--- src/rtl/instruction_sequencer_pkg.sv ---
// Shared tiny-CPU definitions: opcode map, sequencer state encodings, helpers.
// Latency: n/a (constants and pure functions only).
// Backpressure: n/a.
package instruction_sequencer_pkg;

  // Opcode map, shared with the instruction decoder
  localparam logic [3:0] OP_CLR     = 4'b0000;
  localparam logic [3:0] OP_LDA     = 4'b0001;
  localparam logic [3:0] OP_LDB0    = 4'b0010;
  localparam logic [3:0] OP_LDB1    = 4'b0011;
  localparam logic [3:0] OP_ALU_ADD = 4'b0100;
  localparam logic [3:0] OP_ALU_SUB = 4'b0101;
  localparam logic [3:0] OP_ALU_AND = 4'b0110;
  localparam logic [3:0] OP_ALU_OR  = 4'b0111;
  localparam logic [3:0] OP_ALU_XOR = 4'b1000;
  localparam logic [3:0] OP_ALU_NOT = 4'b1001;
  localparam logic [3:0] OP_ALU_SHL = 4'b1010;
  localparam logic [3:0] OP_ALU_SHR = 4'b1011;
  localparam logic [3:0] OP_NOP     = 4'b1100;
  localparam logic [3:0] OP_HALT    = 4'b1111;

  // Sequencer state encodings
  localparam logic [1:0] ST_IDLE   = 2'b00;
  localparam logic [1:0] ST_RUN    = 2'b01;
  localparam logic [1:0] ST_HALTED = 2'b10;

  // True when the fetched word terminates the program rather than being issued
  function automatic logic is_terminator(input logic [3:0] op, input logic [3:0] halt_op);
    return (op == halt_op);
  endfunction

endpackage

--- src/rtl/instruction_sequencer_prog_mem.sv ---
// Program store: PROG_DEPTH x 4-bit register file, synchronous write, combinational read.
// Latency: write visible on the read port the cycle after the write edge; read is same-cycle.
// Backpressure: none; writes are accepted whenever we=1 (gating is done by the caller).
module prog_mem #(
  parameter int         PROG_DEPTH = 16,
  parameter logic [3:0] RESET_VAL  = 4'b1111
) (
  input  logic       clk,
  input  logic       reset,
  input  logic       we,
  input  logic [3:0] waddr,
  input  logic [3:0] wdata,
  input  logic [3:0] raddr,
  output logic [3:0] rdata
);

  logic [3:0] mem [PROG_DEPTH];

  // Reset fills every word with RESET_VAL so an unprogrammed store halts at once
  always_ff @(posedge clk) begin
    if (reset) begin
      for (int i = 0; i < PROG_DEPTH; i++) begin
        mem[i] <= RESET_VAL;
      end
    end else if (we && (int'(waddr) < PROG_DEPTH)) begin
      mem[waddr] <= wdata;
    end
  end

  // Addresses past the configured depth read as RESET_VAL (terminator)
  always_comb begin
    rdata = RESET_VAL;
    if (int'(raddr) < PROG_DEPTH) begin
      rdata = mem[raddr];
    end
  end

endmodule

--- src/rtl/instruction_sequencer.sv ---
// Fetches opcodes from the program store and issues them one per advance to the decoder.
// Latency: start in cycle N puts mem[0] on instruction (instr_valid=1) in cycle N+2.
// Backpressure: step_mode/step throttle issue; without an advance the output is NOP.
module instruction_sequencer
  import instruction_sequencer_pkg::*;
#(
  parameter int         PROG_DEPTH  = 16,
  parameter logic [3:0] NOP_OPCODE  = OP_NOP,
  parameter logic [3:0] HALT_OPCODE = OP_HALT
) (
  input  logic       clk,
  input  logic       reset,
  input  logic       prog_we,
  input  logic [3:0] prog_addr,
  input  logic [3:0] prog_data,
  input  logic       start,
  input  logic       step_mode,
  input  logic       step,
  output logic [3:0] instruction,
  output logic       instr_valid,
  output logic [3:0] pc,
  output logic       busy,
  output logic       halted
);

  logic [1:0] state;
  logic [1:0] state_nxt;
  logic [3:0] pc_nxt;
  logic [3:0] fetch_op;
  logic       mem_we;
  logic       advance;
  logic       issue;

  // Program edits are locked out while running so a live program cannot be patched
  assign mem_we = prog_we && (state != ST_RUN);

  prog_mem #(
    .PROG_DEPTH (PROG_DEPTH),
    .RESET_VAL  (HALT_OPCODE)
  ) u_prog_mem (
    .clk   (clk),
    .reset (reset),
    .we    (mem_we),
    .waddr (prog_addr),
    .wdata (prog_data),
    .raddr (pc),
    .rdata (fetch_op)
  );

  // step_mode is used combinationally so a mode change applies on the same cycle
  always_comb begin
    advance = (state == ST_RUN) && (!step_mode || step);
    issue   = advance && !is_terminator(fetch_op, HALT_OPCODE);
  end

  // Next-state and next-pc selection
  always_comb begin
    state_nxt = state;
    pc_nxt    = pc;
    case (state)
      ST_IDLE, ST_HALTED: begin
        if (start) begin
          state_nxt = ST_RUN;
          pc_nxt    = 4'd0;
        end
      end
      ST_RUN: begin
        if (advance) begin
          if (issue) begin
            pc_nxt = pc + 4'd1;   // 4-bit add wraps 15 -> 0
          end else begin
            state_nxt = ST_HALTED; // pc holds on the terminator address
          end
        end
      end
      default: begin
        state_nxt = ST_IDLE;
        pc_nxt    = 4'd0;
      end
    endcase
  end

  // State, pc and issue registers; reset wins over every other input
  always_ff @(posedge clk) begin
    if (reset) begin
      state       <= ST_IDLE;
      pc          <= 4'd0;
      instruction <= NOP_OPCODE;
      instr_valid <= 1'b0;
    end else begin
      state       <= state_nxt;
      pc          <= pc_nxt;
      instruction <= issue ? fetch_op : NOP_OPCODE;
      instr_valid <= issue;
    end
  end

  assign busy   = (state == ST_RUN);
  assign halted = (state == ST_HALTED);

endmodule

--- config.mk ---
export PLATFORM = sky130hd
export DESIGN_NAME = instruction_sequencer
export DESIGN_NICKNAME = d
export VERILOG_FILES = /design/src/rtl/instruction_sequencer_pkg.sv /design/src/rtl/instruction_sequencer_prog_mem.sv /design/src/rtl/instruction_sequencer.sv
export SDC_FILE = /design/constraint.sdc
export NUM_CORES = 1
export LEC_CHECK = 0
export ABC_CLOCK_PERIOD_IN_PS = 3290
export BUFFER_PORTS_ARGS = -buffer_cell sky130_fd_sc_hd__buf_4
export CAP_MARGIN = 20
export CELL_PAD_IN_SITES_DETAIL_PLACEMENT = 1
export CELL_PAD_IN_SITES_GLOBAL_PLACEMENT = 1
export CORE_ASPECT_RATIO = 1.75
export CORE_UTILIZATION = 54
export CTS_CLUSTER_DIAMETER = 200
export DETAILED_ROUTE_END_ITERATION = 8
export PLACE_DENSITY_LB_ADDON = 0.1
export SYNTH_ARGS = -nofsm -noshare
export SYNTH_HDL_FRONTEND = slang
export SYNTH_SLANG_ARGS = --single-unit
--- constraint.sdc ---
create_clock -name clk -period 3.29 [get_ports clk]
set_input_delay 0.329 -clock clk [delete_from_list [all_inputs] [get_ports clk]]
set_output_delay 0.329 -clock clk [all_outputs]
set_load 0.1 [all_outputs]
Word level (Yosys, flattened, before mapping):

Memories as Yosys holds them, arrays and structs flattened. A register that Yosys moved wholly into a read port is not among the register bits.
Index checks and enable logic that the tools add are counted.

* $add $sub $neg: 1
* multiply operators: 0
* div/mod/pow operators: 0
* $lt $le $gt $ge: 0
* equality and inequality tests: 8
* shift-type cells: 0
* muxes and demuxes: 18
* bitwise gates (word level): 1
* reductions and logical operators: 12

Operator list (count)
* 4-bit two-way mux: 7
* 4-bit one-hot mux with 2 select lines: 1
* 1-bit two-way mux: 6
* 2-bit two-way mux: 3
* 2-bit by 1-bit inequality test with 1-bit output, second input constant: 3
* 3-bit AND reduction: 2
* 4-bit by 1-bit adder with 4-bit output, second input constant: 1
* 4-bit == test, second input constant: 1
* 2-bit inequality test, second input constant: 2
* 2-bit one-hot mux with 2 select lines: 1
* 2-bit OR reduction: 2
* 4-bit OR reduction: 1
* 1-bit logical AND: 3
* 2-bit by 1-bit == test with 1-bit output, second input constant: 1
* 2-bit == test, second input constant: 1
* 1-bit logical NOT: 2
* 2-bit logical NOT: 1
* 1-bit logical OR: 1
* 1-bit NOT: 1

* bits in registers: 11
* bits in latches: 0
* memory bits (writable): 64
* memory bits (read-only): 0
* input port bits: 14
* logic and storage cells: 45
* memories: 1

Memory list
* u_prog_mem.mem: depth 16, width 4, rd ports 1, clocked after memory_dff 1, write ports 16, RTL line instruction_sequencer_prog_mem.sv:17 `logic [3:0] mem [PROG_DEPTH];`

Depth between registers and ports, before layout:

* word-level depth: 9
* depth in mapped cells: 8
* depth with buffers taken out: 6

Modules after synthesis:

Synthesis repeated with hierarchy kept, for this count alone.

* cell total of the unflattened synthesis: 263
* area total of the unflattened synthesis: 3662.3 µm²

By module, submodules not included
* prog_mem: times used 1, cells each 212, area each 3170.5 µm², sequential area each 1921.8 µm²
* instruction_sequencer: times used 1, cells each 51, area each 491.7 µm², sequential area each 220.2 µm²

Worst setup path before layout:

OpenSTA, ideal clock, no wires.

* kind: register -> register
* start: reg state[1]
* end: reg state[1]
* setup time: 71 ps
* arrival time: 2067 ps
* path slack: 1152 ps
* stages on the path, launching flop included: 4
* buffers on the path: 0
* cell sequence: dfxtp_1 > nor2b_1 > a22oi_1 > nor2_1

* elaborated cells between the ends (all ways): 11
* classes of those cells: eq/ne (5); mux (1); reduce/logical (5)

RTL lines
* from (decl): RTL line instruction_sequencer.sv:26 `logic [1:0] state;`
* from (signal assigned): RTL line instruction_sequencer.sv:91 `state <= state_nxt;`
* 2-bit == test (*)
* net halted: RTL line instruction_sequencer.sv:23 `output logic halted`
* 2-bit OR reduction (*): RTL line instruction_sequencer.sv:60 `case (state)`
* 2-bit inequality test (no line)
* 3-bit AND reduction (no line)

The timed path passes the listed nets; every way through them passes the cells marked *.
A chain may end at the register's enable or synchronous reset.

==> flow_summary.yaml <==
floorplan:
  die_w_um: 64.5
  num_rows: 39
  die-area_mm2: 0.00719
  dieHeight_um: 111
  start_util_pct: 56.1
  coreArea_mm2: 0.00659
  io_pins: 25
critical_path:
  rr_worst_depth: 7
  slowest_stage: "dfxtp_1"
  critPathTopFamily: "flip-flops"
  path_max_fanout: 9
  start_kind: "flop"
  cp_num_buf_inv: 1
  cpPeakStageDelay_ns: 0.64
  critPathArrivalTime_ns: 2.81
  crit_chain: "buf_4, mux4_1, nand3_1, nand3_1, nand4_1, nand2_1, a41o_1"
  r2r_slack_ns: 0.72
  path_class: "reg -> reg"
  worstPathRequired_ns: 3.52
  critPathCaptureType: "flop"
  cp_common_cell: "nand3_1"
placed_design:
  place.gp.congestion: 0.807
  dp.cells: 365
  dp_slack_ns: 0.743
  place_hpwl_um: 6150
  io_buffers: 24
synth:
  synth_edf_count: 64
  synth_area_mm2: 0.00369
  synth.distinct_cells: 35
  syn-num-nets: 288
  ys_ff_latch: 79
  avgSynthCellArea_um2: 13.5
  yosys-top-cells-area: "edfxtp_1, mux4_1, dfxtp_1, or3_1, or2_2"
  yosysTopAreaCellShare_pct: 52.0
  synth_top_cell_by_area: "edfxtp_1"
  async_flop_share_pct: 0
  syn_inst: 273
  yosysWarnings: 0
  ys.flop_type: "edfxtp_1"
  ys_seq_area_share_pct: 60.1
worst_hold_path:
  hp-start: "reset"
  hold_depth: 2
  whs_endpoint: "state[1]$_SDFFE_PP0P_"
  hp-class: "in -> reg"
clocking:
  cts_tree: "done"
  cts.sinks: 79
  root_buffer: "clkbuf_16"
  cts-resized-gates: 0
  clkLatencyLatePin_ns: 0.34
  path_clk_slew_ns: 0.06
  htreeDepth: 3
  postCtsHoldBufs: 0
  post-cts-setup-buffers: 0
  cts_buffers: 9
  cts_buffer_depth: 2
routing:
  antenna_left: 0
  viasPerCell: 6.21
  vias: 2366
  wl_per_cell_um: 23.1
  drc_errors: 0
  firstDrtPassIters: 4
  wl_um: 8800
  drt_iter0_drc: 130
sta:
  fin_crit_sh_pct: 78.1
  slew_violations: 0
  fin_crit_ns: 2.57
  fin_tns_setup_ns: 0
  finClkSkew_ns: 0.00584
  max_freq_mhz: 389
  hold_viol: 0
  slew-limit-headroom_pct: 47.1
  worst_pin_slew_ns: 0.787
  finalSetupViolations: 0
  postLayoutSetupSlackWorst_ns: 0.719
  rsz0062_at_grt: "no"
pwr:
  p_sw_uw: 478
  p_int_mw: 1.80
  ir_drop_mv: 0.505
  clkPwrFrac_pct: 47.2
  p_leak_nw: 1.19
  pwr_density_cell_mw_per_mm2: 538
  switching_share_pct: 21.0
  combPwrFrac_pct: 5.0
  power_frac_seq_pct: 47.8
layout:
  fin_nets: 309
  syn_to_final_growth_pct: 14.6
  antennaDiodeCount: 0
  multi_input_area_mm2: 0.00137
  drive_gt1_share_pct: 24.1
  n_fill_cell: 656
  seq_area_mm2: 0.00222
  fin_cells: 381
job:
  drv_cap: 0
global_route:
  grt_overflow: 0
  antenna_found_initial: 0
  grt_pass1_wl_um: 13800
  grt_max_degree: 22
  grt_pass1_vias: 2506
  grt_usage_pct: 27.6
status:
  status: "completed"
## synthesized netlist by cell type, types with 2 or more instances
cell type,number
edfxtp_1,64
or3_1,38
or2_2,25
nand2_1,16
dfxtp_1,15
clkbuf_1,14
mux4_1,14
nand3_1,13
nand2b_1,11
o21ai_0,10
nor2_1,6
a21oi_1,5
a22oi_1,5
nor2b_1,4
nor3_1,4
inv_1,3
nor3b_1,3
a41o_1,2
and3_1,2
mux4_2,2
o21a_1,2
o31a_1,2
## final cells by class
class                   count  area share, %
clock buffers              11           5.73
clock inverters             5           1.92
inverters                   3          0.266
multi-input cells         174           32.4
flip-flops and latches     79           52.5
well taps                  82           2.42
repair buffers             27           4.79
## how the worst max path moves through the flow
stage                               start                    end  slack [ns]  depth (start not counted)
finish                               flop                   flop        0.72                          7
global route                         flop                   flop        0.49                          7
CTS                                  flop                   flop        0.71                          7
detailed placement                   flop                   flop        0.74                          6
global placement                     flop                   flop        0.83                          6
floorplan           state[1]$_SDFFE_PP0P_  state[1]$_SDFFE_PP0P_        1.15                          3
## cell usage in the layout (no fill, tap or decap), drive strengths merged, types with 11 or more instances in the layout
cell type / count
nand2b: 11
or3: 38
or2: 25
mux4: 16
clkbuf: 11
dfxtp: 15
edfxtp: 64
nand2: 16
buf: 27
nand3: 14
## stage by stage
stage / power [mW] / cell area [um^2] / utilization, % / hold slack [ns]
6_report: 2.28 / 4240 / 64.3 / 0.268
5_1_grt: 2.33 / 4240 / 64.3 / 0.262
4_1_cts: 2.28 / 4240 / 64.3 / 0.256
3_5_place_dp: 1.22 / 3910 / 59.4 / 0.574
3_3_place_gp: 1.22 / 3910 / 59.4 / 0.565
2_1_floorplan: 1.18 / 3690 / - / 0.495
## registers in the layout, summed over array words and instances (netlist names), named ones only
| signal | cells |
|---|---|
| u_prog_mem.mem | 64 |
| instruction | 4 |
| instr_valid | 1 |
| state | 2 |
| pc | 4 |
## per-layer routing
metal  track usage [%]  wire length [um]  vias to the layer above
met1              29.3              3360                     1200
met2              50.4              4960                       55
met5                 0                 0                        -
met4              11.7               208                        0
met3              6.76               271                       18
li1                  -                 -                     1093
## power by group through the flow
stage / Clock [mW] / Combinational [mW] / Sequential, mW
after floorplan: 0 / 0.0665 / 1.11
after global placement: 0 / 0.111 / 1.11
after detailed placement: 0 / 0.114 / 1.11
after CTS: 1.08 / 0.115 / 1.09
after global routing: 1.11 / 0.123 / 1.09
final: 1.07 / 0.114 / 1.09
## cell families after synthesis
kind of cell	count (synthesis)	share of synthesized area, %
AND/OR/NAND/NOR	128	20.5
AO/OA/AOI/OAI	29	5.15
flip-flops	79	60.1
multiplexers	16	11.2
buffers and inverters	20	2.71
adder cells (fa/ha/maj)	1	0.339
Note: power is estimated with default switching activity, not from simulation.
